## src/rtl/fft_1d_8_in_buf.sv

```systemverilog
// fft_1d_8_in_buf: ping-pong serial-to-parallel frame buffer in front of the 8-point FFT core.
// Optional start-of-frame resync enabled by defining FFT_IN_SOF_EN.
module fft_1d_8_in_buf #(
   parameter int DATA_W = 16,
   parameter int CNT_W  = 8
) (
   input  logic                  clk,
   input  logic                  rst_n,
   input  logic                  s_valid,
   output logic                  s_ready,
   input  logic [DATA_W-1:0]     s_r,
   input  logic [DATA_W-1:0]     s_i,
   output logic                  m_valid,
   input  logic                  m_ready,
   output logic [8*DATA_W-1:0]   par_r,
   output logic [8*DATA_W-1:0]   par_i,
   output logic [CNT_W-1:0]      frm_cnt
`ifdef FFT_IN_SOF_EN
   ,
   input  logic                  s_sof,
   output logic                  sof_err
`endif
);
   logic [DATA_W-1:0] mem_r [2][8];
   logic [DATA_W-1:0] mem_i [2][8];
   logic [1:0] full, set_m, clr_m;
   logic wr_bank, rd_bank, wr, rd, sof_rst, last;
   logic [2:0] wr_idx, idx;
   assign s_ready = !full[wr_bank];
   assign m_valid = full[rd_bank];
   assign wr = s_valid && s_ready;
   assign rd = m_valid && m_ready;
`ifdef FFT_IN_SOF_EN
   assign sof_rst = wr && s_sof && wr_idx != 3'd0;
`else
   assign sof_rst = 1'b0;
`endif
   // a resync restarts the frame at slot 0, so it can never complete one
   assign idx   = sof_rst ? 3'd0 : wr_idx;
   assign last  = wr && !sof_rst && wr_idx == 3'd7;
   assign set_m = last ? (wr_bank ? 2'b10 : 2'b01) : 2'b00;
   assign clr_m = rd ? (rd_bank ? 2'b10 : 2'b01) : 2'b00;
   always_comb begin
      par_r = '0;
      par_i = '0;
      for (int k = 0; k < 8; k++) begin
         par_r[k*DATA_W +: DATA_W] = mem_r[rd_bank][k];
         par_i[k*DATA_W +: DATA_W] = mem_i[rd_bank][k];
      end
   end
   always_ff @(posedge clk or negedge rst_n) begin
      if (!rst_n) begin
         for (int b = 0; b < 2; b++)
            for (int k = 0; k < 8; k++) begin
               mem_r[b][k] <= '0;
               mem_i[b][k] <= '0;
            end
         full    <= 2'b00;
         wr_bank <= 1'b0;
         rd_bank <= 1'b0;
         wr_idx  <= 3'd0;
         frm_cnt <= '0;
      end else begin
         // set and clear always hit different banks, so both may apply at once
         full <= (full | set_m) & ~clr_m;
         if (wr) begin
            mem_r[wr_bank][idx] <= s_r;
            mem_i[wr_bank][idx] <= s_i;
            wr_idx <= sof_rst ? 3'd1 : wr_idx + 3'd1;
            if (last) wr_bank <= !wr_bank;
         end
         if (rd) begin
            rd_bank <= !rd_bank;
            frm_cnt <= frm_cnt + CNT_W'(1);
         end
      end
   end
`ifdef FFT_IN_SOF_EN
   always_ff @(posedge clk or negedge rst_n) begin
      if (!rst_n) sof_err <= 1'b0;
      else sof_err <= sof_rst;
   end
`endif
endmodule
```

## config.mk

```make
export PLATFORM = sky130hd
export DESIGN_NAME = fft_1d_8_in_buf
export DESIGN_NICKNAME = d
export VERILOG_FILES = /design/src/rtl/fft_1d_8_in_buf.sv
export SDC_FILE = /design/constraint.sdc
export NUM_CORES = 1
export LEC_CHECK = 0
export ABC_AREA = 1
export BUFFER_PORTS_ARGS = -buffer_cell sky130_fd_sc_hd__buf_4
export CORE_MARGIN = 5
export CORE_UTILIZATION = 43
export CTS_CLUSTER_DIAMETER = 120
export DETAILED_ROUTE_END_ITERATION = 7
export GPL_TIMING_DRIVEN = 0
export PLACE_DENSITY = 0.66
export SETUP_SLACK_MARGIN = 0.3
export SYNTH_ARGS = -nofsm -noshare
export SYNTH_HDL_FRONTEND = slang
export SYNTH_SLANG_ARGS = --single-unit
```

## constraint.sdc

```tcl
create_clock -name clk -period 1.6 [get_ports clk]
set_input_delay 0.32 -clock clk [delete_from_list [all_inputs] [get_ports clk]]
set_output_delay 0.32 -clock clk [all_outputs]
set_load 0.005 [all_outputs]
```

# Word-level counts from Yosys, hierarchy flattened

Cells that the tools add are included.

Register bits: 527
Input port bits: 36
Output and inout port bits: 266
Word-level logic and storage cells: 82

$add $sub $neg: 2
Order comparisons: 7
Equality and inequality tests: 1
Multiplexer cells: 20
Bitwise logic cells: 6
Reduce and logical (&&, ||, !) cells: 9

Operators by type and width:

| operator                                                             | count |
|---|---|
| 128-bit 2-to-1 mux                                                   | 7 |
| 256-bit bitwise mux                                                  | 2 |
| 128-bit demux with 1-bit select                                      | 1 |
| 16-bit demux with 3-bit select                                       | 1 |
| 16-bit 2-to-1 mux                                                    | 1 |
| 8-bit by 1-bit adder with 8-bit output, second input constant        | 1 |
| 2-bit 2-to-1 mux                                                     | 4 |
| 1-bit logical AND                                                    | 5 |
| 2-bit >= comparator, second input constant                           | 2 |
| 4-bit >= comparator, second input constant                           | 1 |
| 1-bit by 2-bit < comparator with 1-bit output, second input constant | 2 |
| 4-bit by 1-bit < comparator with 1-bit output, second input constant | 1 |
| 1-bit 2-to-1 mux                                                     | 4 |
| 1-bit inverter with 2-bit output                                     | 2 |
| 3-bit inverter with 4-bit output                                     | 1 |
| 3-bit by 1-bit adder with 3-bit output, second input constant        | 1 |
| 3-bit == test, second input constant                                 | 1 |
| 1-bit logical NOT                                                    | 3 |
| 2-bit bitwise AND                                                    | 1 |
| 2-bit by 1-bit < comparator with 1-bit output, second input constant | 1 |
| 2-bit inverter                                                       | 1 |
| 2-bit bitwise OR                                                     | 1 |
| 2-bit AND reduction                                                  | 1 |

# Logic depth before layout (Yosys ltp)

Gate-level depths: netlist (run 1).

Depth in word-level cells: 8
Depth in mapped cells: 10
Gate-level depth less buffers: 7

# Least setup slack after synthesis (run 1)

No wires, ideal clock.

Path kind: reg-to-output
From: register rd_bank
To: output par_i[33]
Arrival time: 1309 ps
Required time: 1280 ps
Slack: -29 ps
Cell stages (with the launch flop): 8
Buffers on the path: 4
Cell sequence: dfrtp_1 buf_2 inv_2 buf_2 buf_2 clkbuf_1 nand2_1 nand2_1

Word-level cells in the longest chain between the ends: 4

Ends and longest elaborated chain:

| item                                                   | RTL line | source |
|---|---|---|
| start: declaration                                     | 27       | `logic wr_bank, rd_bank, wr, rd, sof_rst, last;` |
| start signal: assignment                               | 73       | `rd_bank <= !rd_bank;` |
| 1-bit inverter with 2-bit output (not written as such) | 48       | `par_i[k*DATA_W +: DATA_W] = mem_i[rd_bank][k];` |
| 128-bit 2-to-1 mux (3 in a row)                        | -        |  |
| end: declaration                                       | 16       | `output logic [8*DATA_W-1:0] par_i,` |

No other way between the ends. The select of a mux whose other input is x is not followed.

# Worst setup path after layout (run 1)

From: register rd_bank
To: output par_i[63]

Same word-level chain as after synthesis.

==> results of run 1 <==
## cells by family after synthesis
logic type	after synthesis	share of synthesized area, %
and+or+nand+nor	1655	27.8
DFF	527	55.1
buffers and inverters	437	7.82
AOI/OAI and AO/OA	425	8.90
xor gates and xnor gates	4	0.146
adders and majority gates	3	0.157
## area by class of cell
class	count	area [um^2]
diodes	3	7.51
plain buffers	260	2440
clock buffers	89	1660
clock inverters	9	70.1
fillers	4543	19900
inverters	177	704
multi-input cells	2088	11600
flip-flops and latches	527	13200
well taps	748	936
repair buffers	401	4600
## routing by layer
metal / global-route usage [%] / part of all wire [%] / vias up
met5: 0 / 0.021 / -
met1: 38.5 / 40 / 11600
met2: 43.5 / 46 / 1187
met4: 8.68 / 4.3 / 2
met3: 4.73 / 9.7 / 219
li1: - / - / 10500
## state kept, by name, indices dropped and copies added, names as in the netlist
register / cells
mem_i: 256
mem_r: 256
frm_cnt: 8
idx: 3
full: 2
rd_bank: 1
wr_bank: 1
## stage by stage
step	power, mW	TNS (ns)
after global routing	80.4	-299.60
after floorplan	35.6	0
after global placement	49.3	-3088.40
final	76.5	-258.35
after CTS	64.6	-311.00
after detailed placement	49.8	-229.12
## power groups by stage
stage          logic, mW  clock network [mW]  registers (mW)
4_1_cts             29.9                12.7            22.0
3_5_place_dp        27.7                   0            22.1
6_report            41.0                12.7            22.9
3_3_place_gp        27.3                   0            21.9
2_1_floorplan       14.2                   0            21.5
5_1_grt             43.8                13.2            23.5
## worst max-delay path: cells and delay by family, from the launching register on
family                 cells  cell delay [ns]
AND/OR/NAND/NOR            1             0.07
AO/OA/AOI/OAI              1             0.10
buffers and inverters      6             0.82
flip-flops                 1             0.38
## final timing paths
path / start / end / slack [ns] / depth (start not counted)
max: rd_bank / par_i[63] / -0.72 / 8
min: rst_n / mem_r[7] / -0.25 / 1
max reg2reg: wr_bank / mem_i[254] / -0.42 / 8
min reg2reg: mem_i[55] / mem_i[55] / 0.47 / 2
max in group asynchronous: rst_n / mem_i[124] / 0.19 / 3
min in group clk: m_ready / frm_cnt[6] / 0.03 / 4
## timing repair
| action | CTS | global route |
|---|---|---|
| cloned | 2 | 51 |
| gates resized for setup | 229 | 1132 |
| pin swaps | 1 | 141 |
| endpoints found under the setup margin | 908 | 908 |
| endpoints found under the hold margin | 93 | 93 |
| setup buffers | 2 | 74 |
## cells in the final DEF (no fill, tap or decap), types with 39 or more instances in the layout
| cell | netlist | final |
|---|---|---|
| sky130_fd_sc_hd__nand2_1 | 1383 | 1069 |
| sky130_fd_sc_hd__inv_1 | 171 | 171 |
| sky130_fd_sc_hd__o21ai_4 | 0 | 53 |
| sky130_fd_sc_hd__clkbuf_1 | 123 | 93 |
| sky130_fd_sc_hd__dfrtp_1 | 527 | 527 |
| sky130_fd_sc_hd__nand3_1 | 232 | 215 |
| sky130_fd_sc_hd__buf_2 | 106 | 39 |
| sky130_fd_sc_hd__o21ai_1 | 11 | 86 |
| sky130_fd_sc_hd__nand2_4 | 0 | 154 |
| sky130_fd_sc_hd__buf_12 | 0 | 42 |
| sky130_fd_sc_hd__o21ai_0 | 410 | 198 |
| sky130_fd_sc_hd__clkbuf_16 | 0 | 107 |
| sky130_fd_sc_hd__o21ai_2 | 0 | 84 |
| sky130_fd_sc_hd__buf_8 | 1 | 48 |
| sky130_fd_sc_hd__buf_6 | 2 | 152 |
| sky130_fd_sc_hd__nand2_2 | 8 | 161 |
| sky130_fd_sc_hd__buf_4 | 18 | 223 |
==> flow_summary.rst, run 1 <==
.. list-table::
   :header-rows: 1

   * - Metric
     - Value
   * - Status
     - finished, violations left
   * - Failing checks
     - negative hold slack, negative setup slack
   * - Number of placed cells counting well taps
     - 4072
   * - Sequential power share
     - approximately 30%
   * - Standard cell area after detailed placement
     - 0.0274 mm^2
   * - Synthesized flop and latch total
     - between 500 and 600
   * - Ys Warns
     - 0
   * - Most used standard cells in the synthesized netlist
     - sky130_fd_sc_hd__nand2_1 (1383), sky130_fd_sc_hd__dfrtp_1 (527), sky130_fd_sc_hd__o21ai_0 (410)
   * - Final setup violation count
     - slightly below 800
   * - H-tree lvl count
     - 2
   * - TritonCTS clock tree
     - built
   * - Worst hold margin
     - -0.245 ns
   * - Router iterations before antenna repair
     - 6
   * - Total length of routed wires
     - between 90000 and 100000 um
   * - Cell Pwr Density
     - roughly 2200 mW/mm^2
   * - Synthesized instance count
     - between 3000 and 4000
   * - Largest area contributor in the synthesized netlist
     - sky130_fd_sc_hd__dfrtp_1
   * - Pre-CTS WS
     - -0.512 ns
   * - Buffer type at the clock tree root
     - sky130_fd_sc_hd__clkbuf_16
   * - Worst Path Required
     - 1.28 ns
   * - Via count of the routed design
     - approximately 23000
   * - Port-buffer cells
     - between 200 and 300
   * - Setup ws final
     - -0.718 ns
   * - Data arrival time of the critical path
     - 2.00 ns
   * - Worst slew slack as a fraction of its limit
     - 39.7%
   * - Synthesized area divided by synthesized cell count
     - between 7 and 8 um^2
   * - Number of flops mapped to enable cells by yosys
     - 0
   * - Leakage Power
     - between 15 and 20 nW
   * - Crit-path max FO
     - 10
   * - Post-synth cell types
     - 27
   * - Clock group share of total power
     - ~17%
   * - Post-synthesis instance area
     - roughly 0.024 mm^2
   * - Most frequently used cell type in the post-synthesis netlist
     - sky130_fd_sc_hd__nand2_1
   * - Final Hold Violating Endpoints
     - just over 90
   * - Net count, final
     - between 3000 and 4000
   * - TritonCTS buffer count
     - 57
   * - Fraction of power spent switching nets
     - ~41%
   * - Die Ht
     - between 200 and 250 um
   * - Core footprint
     - about 0.055 mm^2
   * - Maximum clock frequency
     - approximately 0.43 GHz
   * - Post-route design area
     - 0.0352 mm^2
   * - Number of vias per cell
     - 5.46
   * - Critical path class
     - flip-flop to output pin
   * - Fin util
     - between 60% and 70%
   * - Share of synthesized flip-flops with an asynchronous set or reset
     - 100%
   * - Top cells by area in the synthesized netlist
     - sky130_fd_sc_hd__dfrtp_1 (55%), sky130_fd_sc_hd__nand2_1 (22%), sky130_fd_sc_hd__o21ai_0 (8.6%)
   * - Grt total ovfl
     - 0
   * - Maximum clock insertion buffer count
     - 3
   * - Post-DP HPWL
     - ~61000 um
   * - Ports
     - 302
   * - DIE WIDTH
     - between 200 and 250 um
   * - Number of max-capacitance violations reported
     - 0
   * - Final Critical Period
     - between 2 and 2.5 ns
   * - Cell internal power dissipation
     - roughly 46 mW
   * - Primary flip-flop cell chosen by synthesis mapping
     - sky130_fd_sc_hd__dfrtp_1
   * - Clock latency reported for the late side of the worst-skew pair
     - just over 0.6 ns
   * - List of cells traversed by the critical path
     - buf_6, inv_8, buf_12, clkbuf_16, buf_8, nand2_1, o21ai_2, buf_4
   * - Worst Setup End Kind
     - output pin
   * - Number of placement rows
     - between 80 and 90
   * - Fraction of layout instances using a drive strength above 1
     - between 30% and 40%
   * - Final RePlAce weighted congestion
     - between 0.8 and 0.9
   * - Worst min-delay path class
     - primary input to asynchronous set/reset pin
   * - First-pass GRT wire length
     - about 130000 um
   * - Part of the cycle the worst path needs
     - 145%
   * - NetSw
     - about 31 mW
   * - Routed wirelength normalized by instance count
     - 21.9 um
   * - Initial DRC Count
     - around 2500
   * - Max-slew violation count
     - 0
   * - Initial standard-cell utilization of the core
     - roughly 43%
   * - Total die area
     - approximately 0.060 mm^2
   * - Combinational power share
     - 53.5%
   * - Setup Skew
     - 0.0134 ns
   * - Via count of the first global-routing pass
     - between 20000 and 25000
   * - Worst-path clk slew
     - approximately 0.070 ns
   * - Clk sink count
     - around 530
   * - Finished Layout Cells
     - 4302
   * - Area Growth Syn to Fin
     - 47.1%
   * - Share of synthesized area occupied by flip-flops and latches
     - about 55%
   * - Proportion of netlist area held by the largest area contributor
     - between 50% and 60%
   * - Initial antenna violation count
     - 3
   * - Slowest stage cell on the critical path
     - sky130_fd_sc_hd__dfrtp_1
   * - Setup crit start kind
     - flip-flop
   * - IR Drop Worst-Case VDD
     - about 1.1 mV
   * - ANT nets after route
     - 0
   * - Overall routing resource usage
     - between 20% and 30%
   * - Remaining design rule violation count
     - 0
   * - Unrepaired setup endpoints after global routing
     - yes
   * - Stage delay of the slowest cell on the critical path
     - between 0.3 and 0.4 ns
   * - Slew at the pin with the worst max-slew slack
     - approximately 0.9 ns
   * - Pin count of the biggest net entering global routing
     - approximately 120
   * - Number of nets produced by synthesis
     - a little over 3000
(Power assumes the default switching activity.)
==> run 2: changes to the inputs <==
--- a/config.mk
+++ b/config.mk
@@ -5,7 +5,6 @@
 export SDC_FILE = /design/constraint.sdc
 export NUM_CORES = 1
 export LEC_CHECK = 0
-export ABC_AREA = 1
 export BUFFER_PORTS_ARGS = -buffer_cell sky130_fd_sc_hd__buf_4
 export CORE_MARGIN = 5
 export CORE_UTILIZATION = 43
==> flow_summary.rst, run 2 <==
.. list-table::
   :header-rows: 1

   * - Metric
     - Value
   * - Setup ws final
     - -0.732 ns (-0.0144 ns)
   * - Setup crit start kind
     - flip-flop
   * - Worst hold margin
     - -0.351 ns (-0.106 ns)
   * - Final setup violation count
     - 758 (-2.1%)
   * - Net count, final
     - 2006 (-44%)
   * - Ys Warns
     - 0 (unchanged)
   * - Path depth of the worst reg2reg path
     - 4 (-4)
   * - Initial DRC Count
     - 738 (-70%)
   * - Maximum clock insertion buffer count
     - 3 (unchanged)
   * - Proportion of netlist area held by the largest area contributor
     - 57.3% (+2.2 points)
   * - Via count of the first global-routing pass
     - 15400 (-27%)
   * - Top Registers
     - mem_i (256), mem_r (256), frm_cnt (8)
   * - Routed wirelength normalized by instance count
     - 24.2 um (+10%)
   * - Worst Setup End Kind
     - output pin
   * - Share of synthesized area occupied by flip-flops and latches
     - 57.3% (+2.2 points)
   * - Via count of the routed design
     - 14200 (-40%)
   * - Most frequently used cell type in the post-synthesis netlist
     - sky130_fd_sc_hd__mux2_2
   * - Overall routing resource usage
     - 21.4% (-5.9 points)
   * - Setup Skew
     - 0.0200 ns (+0.00654 ns)
   * - Worst reg2reg path endpoint
     - mem_i[250]
   * - H-tree lvl count
     - 2 (unchanged)
   * - Clock latency reported for the late side of the worst-skew pair
     - 0.61 ns (about the same)
   * - Summed negative setup slack over all endpoints
     - -296.39 ns (-38.04 ns)
   * - Cell Pwr Density
     - 2180 mW/mm^2 (about the same)
   * - Number of flops mapped to enable cells by yosys
     - 0 (unchanged)
   * - Launching point of the worst reg2reg path
     - idx[1]
   * - Number of max-capacitance violations reported
     - 0 (unchanged)
   * - Port-buffer cells
     - 301 (+12%)
   * - Standard cell area after detailed placement
     - 0.0268 mm^2 (-2.2%)
   * - Top cells by area in the synthesized netlist
     - sky130_fd_sc_hd__dfrtp_1 (57%), sky130_fd_sc_hd__mux2_2 (36%), sky130_fd_sc_hd__mux2_4 (2.0%)
   * - Max-slew violation count
     - 0 (unchanged)
   * - Router iterations before antenna repair
     - 4 (-2)
   * - Ports
     - 302 (unchanged)
   * - Combinational power share
     - 50.0% (-3.5 points)
   * - Post-DP HPWL
     - 41500 um (-32%)
   * - Final RePlAce weighted congestion
     - 0.776 (-14%)
   * - Cts hold-fix bufs
     - 31
   * - Leakage Power
     - 15.9 nW (-12%)
   * - TritonCTS buffer count
     - 58 (+1.8%)
   * - Worst slew slack as a fraction of its limit
     - 54.9% (+15 points)
   * - Fraction of power spent switching nets
     - 29.4% (-11 points)
   * - ANT nets after route
     - 0 (unchanged)
   * - Number of nets produced by synthesis
     - 1513 (-51%)
   * - Remaining design rule violation count
     - 0 (unchanged)
   * - Final Critical Period
     - 2.33 ns (+0.0144 ns)
   * - Core footprint
     - 0.0528 mm^2 (-4.2%)
   * - Synthesized area divided by synthesized cell count
     - 15.6 um^2 (+99%)
   * - Post-synth cell types
     - 33 (+22%)
   * - Number of placement rows
     - 84 (-2.3%)
   * - Grt total ovfl
     - 0 (unchanged)
   * - Area Growth Syn to Fin
     - 44.1%
   * - Cell internal power dissipation
     - 51.0 mW (+12%)
   * - Buffer type at the clock tree root
     - sky130_fd_sc_hd__clkbuf_16
   * - Total length of routed wires
     - 65300 um (-31%)
   * - Area of combinational cells with multiple inputs
     - 0.0104 mm^2 (-9.8%)
   * - Fill cell instance count of the final layout
     - 3874 (-15%)
   * - Most used standard cells in the synthesized netlist
     - sky130_fd_sc_hd__mux2_2 (733), sky130_fd_sc_hd__dfrtp_1 (527), sky130_fd_sc_hd__buf_2 (57)
   * - Total die area
     - 0.0582 mm^2 (-3.6%)
   * - Fraction of layout instances using a drive strength above 1
     - 68.3% (+36 points)
   * - Diode count
     - 0 (-3)
   * - NetSw
     - 21.2 mW (-32%)
   * - Number of vias per cell
     - 5.25 (-3.9%)
   * - Worst Path Required
     - 1.28 ns (about the same)
   * - First-pass GRT wire length
     - 95500 um (-25%)
   * - Pin count of the biggest net entering global routing
     - 123 (+6.0%)
   * - Synthesized flop and latch total
     - 527 (unchanged)
   * - IR Drop Worst-Case VDD
     - 1.28 mV (+13%)
   * - Worst-path clk slew
     - 0.06 ns (about the same)
   * - Post-route design area
     - 0.0332 mm^2 (-5.8%)
   * - Largest area contributor in the synthesized netlist
     - sky130_fd_sc_hd__dfrtp_1
   * - Data arrival time of the critical path
     - 2.01 ns (about the same)
   * - DIE WIDTH
     - 241 um (-1.8%)
   * - Critical path class
     - flip-flop to output pin
   * - Initial antenna violation count
     - 1 (-2)
   * - Status
     - finished, violations left
   * - Primary flip-flop cell chosen by synthesis mapping
     - sky130_fd_sc_hd__dfrtp_1
   * - Most frequent cells in the layout
     - sky130_fd_sc_hd__dfrtp_1 (522), sky130_fd_sc_hd__mux2_2 (455), sky130_fd_sc_hd__mux2_4 (314)
   * - Share of synthesized flip-flops with an asynchronous set or reset
     - 100% (unchanged)
   * - TritonCTS clock tree
     - built
   * - FF+latch area
     - 0.0132 mm^2 (about the same)
   * - Initial standard-cell utilization of the core
     - 43.6% (+0.21 points)
   * - Post-synthesis instance area
     - 0.0230 mm^2 (-3.8%)
   * - Setup slack on the worst flop-to-flop path
     - -0.41 ns (about the same)
   * - Crit-path max FO
     - 10 (unchanged)
   * - Worst min-delay path class
     - primary input to asynchronous set/reset pin
   * - Pre-CTS WS
     - -0.793 ns (-0.281 ns)
   * - Clk sink count
     - 527 (unchanged)
   * - Synthesized instance count
     - 1474 (-52%)
   * - Part of the cycle the worst path needs
     - 146% (+0.90 points)
   * - Clock group share of total power
     - 18.5% (+1.9 points)
   * - Maximum clock frequency
     - 0.429 GHz (-0.62%)
   * - Failing checks
     - negative hold slack, negative setup slack
   * - Die Ht
     - 241 um (-1.8%)
   * - Unrepaired setup endpoints after global routing
     - yes
   * - Most common cell after layout, fill and taps aside
     - sky130_fd_sc_hd__dfrtp_1
   * - Sequential power share
     - 31.5% (+1.6 points)
   * - Final Hold Violating Endpoints
     - 54 (-42%)
   * - Slew at the pin with the worst max-slew slack
     - 0.676 ns (-0.228 ns)
==> run 2: cell count changes in the layout (fill, tap and decap cells not counted), sizes merged, moves of 62 or more <==
cell and change:
buf -62, inv -172, nand3 -231, mux2 +771, nand2 -1376, o21ai -419
clkbuf -85
==> run 2: worst max-delay path: stages, from the launching register on <==
cell	delay, ns
sky130_fd_sc_hd__dfrtp_1	0.36
sky130_fd_sc_hd__clkbuf_16	0.18
sky130_fd_sc_hd__clkbuf_16	0.20
sky130_fd_sc_hd__buf_12	0.16
sky130_fd_sc_hd__mux2_2	0.36
sky130_fd_sc_hd__buf_4	0.14
==> run 2: worst max-delay path by stage <==
stage                      end  slack [ns]  cells past startpoint  startpoint
floorplan           mem_i[128]       -0.07                      6     wr_bank
global placement       full[0]       -5.77                      1       rst_n
detailed placement  mem_i[217]       -0.79                      4       rst_n
CTS                  par_r[14]       -0.79                      5     rd_bank
global route        par_i[108]       -0.80                      5     rd_bank
finish              par_i[108]       -0.73                      5     rd_bank
==> run 2: through the flow <==
step                instances  utilization (%)  power (mW)
CTS                      2671             60.2        69.7
detailed placement       2467             50.7        49.7
global placement         2463             50.5        48.9
finish                   2701             62.8        72.2
global route             2701             62.8        75.8
floorplan                1474                -        37.2
==> run 2: repair_timing <==
item                                   4_1_cts  5_1_grt
endpoints found under the hold margin      223       54
pin swaps                                    6        3
resized for setup                          430      245
setup endpoints to repair                  907     1131
buffers inserted                            42       17
gates cloned                                25       13
==> run 2: layout make-up <==
cell class	instances	area share, %
clock buffer	86	5.24
clock inverter	20	0.562
inverter	2	0.0226
buffer	115	4.77
timing repair buffer	433	15.5
sequential	527	39.8
tap	688	2.60
multi-input combinational	830	31.5
==> run 2: metal layers <==
layer  part of all wire [%]  up-vias  routed length, um  track usage (%)
met4                    2.2        2               1430             5.86
met2                     50      306              32400             36.5
met5                  0.031        -                 20                0
met1                     43     7513              27900             28.2
li1                       -     6263                  -                -
met3                    5.4       93               3540             4.25
==> run 2: power groups by stage <==
stage / clock network [mW] / logic, mW / registers [mW]
floorplan: 0 / 15.7 / 21.6
global placement: 0 / 26.8 / 22.1
detailed placement: 0 / 27.2 / 22.5
global route: 14.3 / 38.1 / 23.4
CTS: 13.7 / 33.5 / 22.5
finish: 13.4 / 36.1 / 22.7
==> run 2: cells by family (layout without fill, tap and decap cells) <==
| family | count (synthesis) | after routing | synth area share (%) |
|---|---|---|---|
| compound gates | 8 | 8 | 0.212 |
| xor+xnor | 8 | 8 | 0.304 |
| fa+ha+maj | 3 | 3 | 0.163 |
| buf+inv | 117 | 656 | 2.69 |
| flops | 527 | 527 | 57.3 |
| mux | 773 | 773 | 38.3 |
| simple gates | 38 | 38 | 1.03 |
